--- config.mk ---
export PLATFORM = sky130hd
export DESIGN_NAME = rr_arbiter_8
export DESIGN_NICKNAME = d
export VERILOG_FILES = /design/src/rtl/rr_arbiter_8.sv
export SDC_FILE = /design/constraint.sdc
export NUM_CORES = 1
export LEC_CHECK = 0
export CAP_MARGIN = 10
export CELL_PAD_IN_SITES_DETAIL_PLACEMENT = 1
export CELL_PAD_IN_SITES_GLOBAL_PLACEMENT = 2
export CORE_MARGIN = 3
export CORE_UTILIZATION = 37
export DETAILED_ROUTE_END_ITERATION = 7
export GPL_ROUTABILITY_DRIVEN = 0
export PLACE_DENSITY = 0.85
export SYNTH_ARGS = -nofsm -noshare
export SYNTH_HDL_FRONTEND = slang
export SYNTH_SLANG_ARGS = --single-unit
--- constraint.sdc ---
create_clock -name clk -period 10.54 [get_ports clk]
set_clock_uncertainty 0.1 [all_clocks]
set_input_delay 2.108 -clock clk [delete_from_list [all_inputs] [get_ports clk]]
set_output_delay 2.108 -clock clk [all_outputs]
set_load 0.01 [all_outputs]
--- src/rtl/rr_arbiter_8.sv ---
// rr_arbiter_8: round-robin arbiter owning the select lines of a shared 8:1 mux.
// Grants one requester at a time, rotating the search start past the most
// recent owner.
// Optional feature macro: ARB_BURST_LIMIT_EN. When it is defined, an owner is
// forced off after MAX_BURST consecutive cycles if someone else is waiting.
//
// Request/grant handshake: a requester raises req[i] and keeps it high until
// it sees gnt[i]. It holds req[i] for as long as it needs the mux, then drops
// req[i] to release. Dropping req[i] before the grant withdraws the request.
// Every output is registered, so there is no combinational path from req to
// any output.
module rr_arbiter_8 #(
  parameter int MAX_BURST = 4,
  parameter int CNT_W     = 4
) (
  input  logic       clk,
  input  logic       reset,
  input  logic [7:0] req,
  output logic [7:0] gnt,
  output logic       gnt_valid,
  output logic       sel_2,
  output logic       sel_1,
  output logic       sel_0,
  output logic       rearb,
  output logic       dbg_state
);

  typedef enum logic {
    S_IDLE = 1'b0,
    S_BUSY = 1'b1
  } state_e;

  // Reject burst settings the counter cannot represent.
  if (MAX_BURST < 1 || MAX_BURST > 15 || (1 << CNT_W) <= MAX_BURST) begin : g_bad_cfg
    $error("rr_arbiter_8: illegal MAX_BURST/CNT_W combination");
  end

  state_e     state_q, state_d;
  logic [2:0] owner_q, owner_d;
  logic [2:0] last_q,  last_d;
  logic [7:0] gnt_q,   gnt_d;
  logic       rearb_q, rearb_d;

  logic [2:0] base;
  logic [2:0] cand;
  logic       found;
  logic [2:0] found_idx;
  logic       limit_hit;
  logic       release_own;

`ifdef ARB_BURST_LIMIT_EN
  logic [CNT_W-1:0] cnt_q, cnt_d;
  assign limit_hit = (cnt_q == CNT_W'(MAX_BURST));
`else
  assign limit_hit = 1'b0;
`endif

  // While busy, last equals owner. The search excludes the current owner, so a
  // release always prefers someone else.
  assign base        = (state_q == S_BUSY) ? owner_q : last_q;
  assign release_own = !req[owner_q] || limit_hit;

  // Find the first requester in rotation order, starting just after base.
  always_comb begin
    found     = 1'b0;
    found_idx = 3'd0;
    cand      = 3'd0;
    for (int k = 1; k <= 8; k++) begin
      cand = base + k[2:0];
      if (!found && req[cand] && !(state_q == S_BUSY && cand == owner_q)) begin
        found     = 1'b1;
        found_idx = cand;
      end
    end
  end

  // Next-state, grant and re-arbitration pulse decisions.
  always_comb begin
    state_d = state_q;
    owner_d = owner_q;
    last_d  = last_q;
    gnt_d   = gnt_q;
    rearb_d = 1'b0;
`ifdef ARB_BURST_LIMIT_EN
    cnt_d   = cnt_q;
`endif
    case (state_q)
      S_IDLE: begin
        if (found) begin
          state_d = S_BUSY;
          owner_d = found_idx;
          last_d  = found_idx;
          gnt_d   = 8'd1 << found_idx;
          rearb_d = 1'b1;
`ifdef ARB_BURST_LIMIT_EN
          cnt_d   = CNT_W'(1);
`endif
        end
      end
      S_BUSY: begin
        if (release_own) begin
          if (found) begin
            owner_d = found_idx;
            last_d  = found_idx;
            gnt_d   = 8'd1 << found_idx;
            rearb_d = 1'b1;
`ifdef ARB_BURST_LIMIT_EN
            cnt_d   = CNT_W'(1);
`endif
          end else if (req[owner_q]) begin
            // Limit reached with nobody else waiting: quietly regrant.
`ifdef ARB_BURST_LIMIT_EN
            cnt_d   = CNT_W'(1);
`endif
          end else begin
            state_d = S_IDLE;
            gnt_d   = 8'h00;
          end
        end else begin
`ifdef ARB_BURST_LIMIT_EN
          if (cnt_q < CNT_W'(MAX_BURST)) cnt_d = cnt_q + CNT_W'(1);
`endif
        end
      end
      default: begin
        state_d = S_IDLE;
        gnt_d   = 8'h00;
      end
    endcase
  end

  // State registers. last resets to 7 so the first search starts at index 0.
  always_ff @(posedge clk) begin
    if (reset) begin
      state_q <= S_IDLE;
      owner_q <= 3'd0;
      last_q  <= 3'd7;
      gnt_q   <= 8'h00;
      rearb_q <= 1'b0;
`ifdef ARB_BURST_LIMIT_EN
      cnt_q   <= '0;
`endif
    end else begin
      state_q <= state_d;
      owner_q <= owner_d;
      last_q  <= last_d;
      gnt_q   <= gnt_d;
      rearb_q <= rearb_d;
`ifdef ARB_BURST_LIMIT_EN
      cnt_q   <= cnt_d;
`endif
    end
  end

  assign gnt       = gnt_q;
  assign gnt_valid = |gnt_q;
  assign sel_2     = owner_q[2];
  assign sel_1     = owner_q[1];
  assign sel_0     = owner_q[0];
  assign rearb     = rearb_q;
  assign dbg_state = state_q;

endmodule

# Word level (Yosys, flattened, before mapping)
# Cells that the tools add are included.
totals:
  out_inout_bits: 14
  inputBits: 10
  elab_cells: 123
  regBits: 16
classes:
  order_cmp: 9
  bitwise_logic: 1
  shift: 1
  n_reduce_logical: 40
  n_mux: 50
  add_sub_neg: 7
  n_eq_ne: 10
op_table:
  columns: ["cell", "count"]
  rows:
  - ["$mux W3", 13]
  - ["$lt A3 B4 Y1 const B", 9]
  - ["$bmux W1 S3", 9]
  - ["$eq A3 B3 Y1", 8]
  - ["$mux W8", 3]
  - ["$logic_and A1 B1 Y1", 23]
  - ["$mux W1", 20]
  - ["$pmux W8 S2", 1]
  - ["$logic_not A1 Y1", 15]
  - ["$add A3 B3 Y3 const B", 4]
  - ["$pmux W3 S2", 2]
  - ["$reduce_or A8 Y1", 1]
  - ["$shl A1 B3 Y8 const A", 1]
  - ["$add A3 B2 Y3 const B", 2]
  - ["$ne A2 B2 Y1 const B", 2]
  - ["$pmux W1 S2", 2]
  - ["$add A3 B1 Y3 const B", 1]
  - ["$reduce_and A2 Y1", 1]
  - ["$not A1 Y1", 1]

# Longest topological paths before layout
depth:
  depth_word: 39
  mapped_depth: 12
  depth_no_buf: 11

# Worst setup path after synthesis
# No wires, ideal clock.
synth_path:
  path_type: "input port to flip-flop"
  startpoint: "in req[2]"
  endpoint: "reg gnt_q[0] (netlist: gnt[0])"
  cell_stages: 7
  arrival_time_ns: 4.142
  setup_time_ns: 0.117
  path_buffers: 0
  path_slack_ns: 6.180
  required_ns: 10.323
  path_cell_list: "mux2_1 mux4_2 nand4b_4 or3_4 o21ai_4 a2111oi_4 a32o_1"
synth_via:
  elab_chain_cells: 36
  elab_cells_between_ends: 64
  classes_between: "2 x eq/ne; 1 x shift; 38 x mux; 23 x reduce/logical"
synth_rtl:
  columns: ["element", "line", "text"]
  rows:
  - ["start, declared", "18", "input logic [7:0] req,"]
  - ["$bmux W1 S3", "70", "if (!found && req[cand] && !(state_q == S_BUSY && cand == owner_q)) begin"]
  - ["$mux W1 (implied by the code)", "70", null]
  - ["$logic_and A1 B1 Y1", "70", null]
  - ["$mux W1", "70", null]
  - ["$logic_not A1 Y1", "70", null]
  - ["$logic_and A1 B1 Y1 (2 in a row)", "70", null]
  - ["$mux W1", "70", null]
  - ["$logic_not A1 Y1", "70", null]
  - ["[... 18 more ...]", null, null]
  - ["$mux W1", "70", null]
  - ["$logic_not A1 Y1", "70", null]
  - ["$logic_and A1 B1 Y1 (2 in a row)", "70", null]
  - ["$mux W3", "70", null]
  - ["$shl A1 B3 Y8", "93, 105", null]
  - ["$mux W8", "102", "if (found) begin"]
  - ["$mux W8", "101", "if (release_own) begin"]
  - ["$pmux W8 S2", "87", "case (state_q)"]
  - ["end signal, assigned", "147", "gnt_q <= gnt_d;"]
  - ["end, declared", "41", "logic [7:0] gnt_q, gnt_d;"]
# Parallel ways exist; a longest one is shown, timed or not. The select of a mux whose other input is x is not followed.
# A chain may end at the register's enable or synchronous reset.

# Final worst setup path
layout_path:
  startpoint: "in req[2]"
  endpoint: "reg gnt_q[3] (netlist: gnt[3])"
# The elaborated chain is that of the path after synthesis.

==> flow_summary_export.csv <==
group,metric,value,unit
run_status,status,"finished, final reports clean",
clock_network,htree_levels,1,
detailed_routing,wl,5000,microns
pwr,peakVddDrop,0.166,mV
cells_and_area,n_fill_cell,491,
cells_and_area,layout-drive-gt1-share,21.2,%
die,initial_core_util,40.3,%
global_route,grt_usage,18.9,%
cells_and_area,multi_input_area,0.00131,sq mm
synthesis,syn_area,0.00169,sq mm
clock_network,cts_tree,"yes",
cells_and_area,final_nets,206,
detailed_routing,drc_errors,0,
global_route,grt_pass1_vias,1571,
global_route,grt_use_met1,24.3,%
pwr,p_sw_share,50.0,%
detailed_routing,vias_per_cell,6.26,
synthesis,netlist_instances,172,
timing,slew_headroom,55.7,%
setup_path,cp_max_fo,10,
synthesis,yosysTopAreaCellShare,18.9,%
pwr,power.leakage,0.717,nW
synthesis,ys_ff_latch,16,
pwr,p_int,0.364,mW
clock_network,cts_buffers,3,
die,coreArea,0.00420,sq mm
detailed_routing,wl_per_cell,20.6,microns
global_route,grt-ovfl-total,0,
global_route,grt_util_met2,34.4,%
setup_path,end_kind,"flip-flop",
die,io_pins,24,
global_route,grt_pass1_wl,8070,microns
placed_design,io_buffers,23,
synthesis,ys_async_sr_fraction,0,%
setup_path,crit_type,"in2reg",
setup_path,startpoint_type,"primary input",
timing,slew_violations,0,
cells_and_area,syn_to_final_growth,17.9,%
job,maxCapViolCount,0,
setup_path,arrival,4930,ps
synthesis,synth.most_common_cell,"nand2_1",
detailed_routing,num_vias,1520,
timing,setup-tns-final,0,ps
synthesis,ys.flop_type,"dfxtp_1",
timing,fin_hold_ws,409,ps
clock_network,root_buffer,"clkbuf_8",
synthesis,avgSynthCellArea,9.84,sq um
placed_design,dpl.hpwl,3930,microns
pwr,power_frac_seq,14.9,%
clock_network,cts_resized,0,
cells_and_area,register_area,320,sq um
global_route,grt_max_degree,15,
clock_network,ctsHoldBuffers,0,
clock_network,clkTransAtPathRegs,70,ps
synthesis,yosys-top-cells-count,"nand2_1 (24), dfxtp_1 (16), mux4_2 (13)",
synthesis,synth_top_area_cell,"dfxtp_1",
clock_network,clk_path_buf_depth,2,
cells_and_area,fin_util,47.5,%
placed_design,placed_cells,239,
die,fp.dieArea,0.00542,sq mm
synthesis,synth_nets,184,
clock_network,cts_setup_buffers,0,
detailed_routing,ant_nets,0,
global_route,grt_busiest_layer,"met2",
cells_and_area,final_cell_count_no_fill,243,
global_route,use_met3,0.958,%
synthesis,yosys_warnings,0,
pwr,power_density,365,mW/mm^2
cells_and_area,diodes,0,
pwr,p_comb_share,77.6,%
setup_path,worstPathRequired,10580,ps
timing,period_needed,4890,ps
synthesis,synth.area.top_cells,"dfxtp_1 (19%), mux4_2 (17%), mux2i_1 (5.3%)",
synthesis,synth_edf_count,0,
synthesis,yosysSeqAreaShare,18.9,%
die,row_count,23,
hold_path,hold_path_class,"reg2reg",
pwr,clkPwrFrac,7.5,%
synthesis,yosysUniqueCellTypes,55,
pwr,net-switching-power,0.364,mW
detailed_routing,drt_first_iter_violations,105,
die,die_x,73.6,microns
global_route,antenna_found_initial,0,
timing,timing.fmax,0.205,GHz
timing,tightest_slew,650,ps
clock_network,insertion_delay,240,ps
timing,setup_viol,0,
timing,period_share,46.3,%
timing,hold_viol,0,
die,die_y,73.6,microns
timing,rsz0062_at_grt,"false",
detailed_routing,first_pass_iters,4,
clock_network,cts_sinks,16,
per-stage QoR:
step                      cell area [sq um]  worst slack, ps  power (mW)
after detailed placement               1940             5400       0.672
after CTS                              2000             5660       0.729
final                                  2000             5650       0.728
after global routing                   2000             5470       0.777
after global placement                 1940             5510       0.654
after floorplan                        1690             6180       0.523
registers in the layout, summed over array words and instances (netlist names):
register,cells
owner_q,3
last_q,3
dbg_state,1
rearb,1
gnt,8
power groups by stage:
stage	logic (mW)	clock network, mW	registers (mW)
after floorplan	0.415	0	0.108
after detailed placement	0.562	0	0.110
after global routing	0.607	0.0578	0.113
after global placement	0.547	0	0.108
after CTS	0.564	0.0560	0.109
final	0.565	0.0544	0.109
layout by cell type, fill, tap and decap left out, types with 6 or more instances in the layout:
cell type / count
a21oi_1: 6
mux4_2: 13
nand3_1: 7
mux2i_1: 9
nor2_1: 9
dfxtp_1: 16
nand2_1: 24
o21ai_0: 6
clkdlybuf4s50_1: 23
cell type report:
type	instances	area share (%)
multi-input combinational	145	65.6
clock buffer	4	2.76
tap	50	3.13
sequential	16	16.1
timing repair buffer	23	11.5
inverter	5	0.940
critical path: stages:
cell	delay, ps
clkdlybuf4s50_1	520
mux2_1	410
mux4_2	530
nand4b_4	240
or3_4	450
o21ai_4	280
a2111oi_4	100
a32o_1	280
path summary, 6_finish.rpt:
path / from / to / slack (ps) / cells after the start
min reg2reg: gnt[0] / gnt[0] / 410 / 1
max reg2reg: dbg_state / gnt[5] / 6220 / 10
max: req[2] / gnt[3] / 5650 / 8
min: gnt[0] / gnt[0] / 410 / 1
logic make-up after synthesis:
kind of cell             synth area share [%]
AND/OR/NAND/NOR                          19.4
adder cells (fa/ha/maj)                  1.48
AO/OA/AOI/OAI                            22.2
buffers and inverters                    3.77
multiplexers                             32.3
XOR/XNOR                                 1.92
flip-flops                               18.9
layer usage:
metal,vias to the layer above,wire length [microns],share of wire (%)
li1,728,-,-
met1,764,2280,46
met2,22,2580,52
met3,6,71,1.4
met4,0,64,1.3
met5,-,0,0
Note: power is estimated with default switching activity, not from simulation.
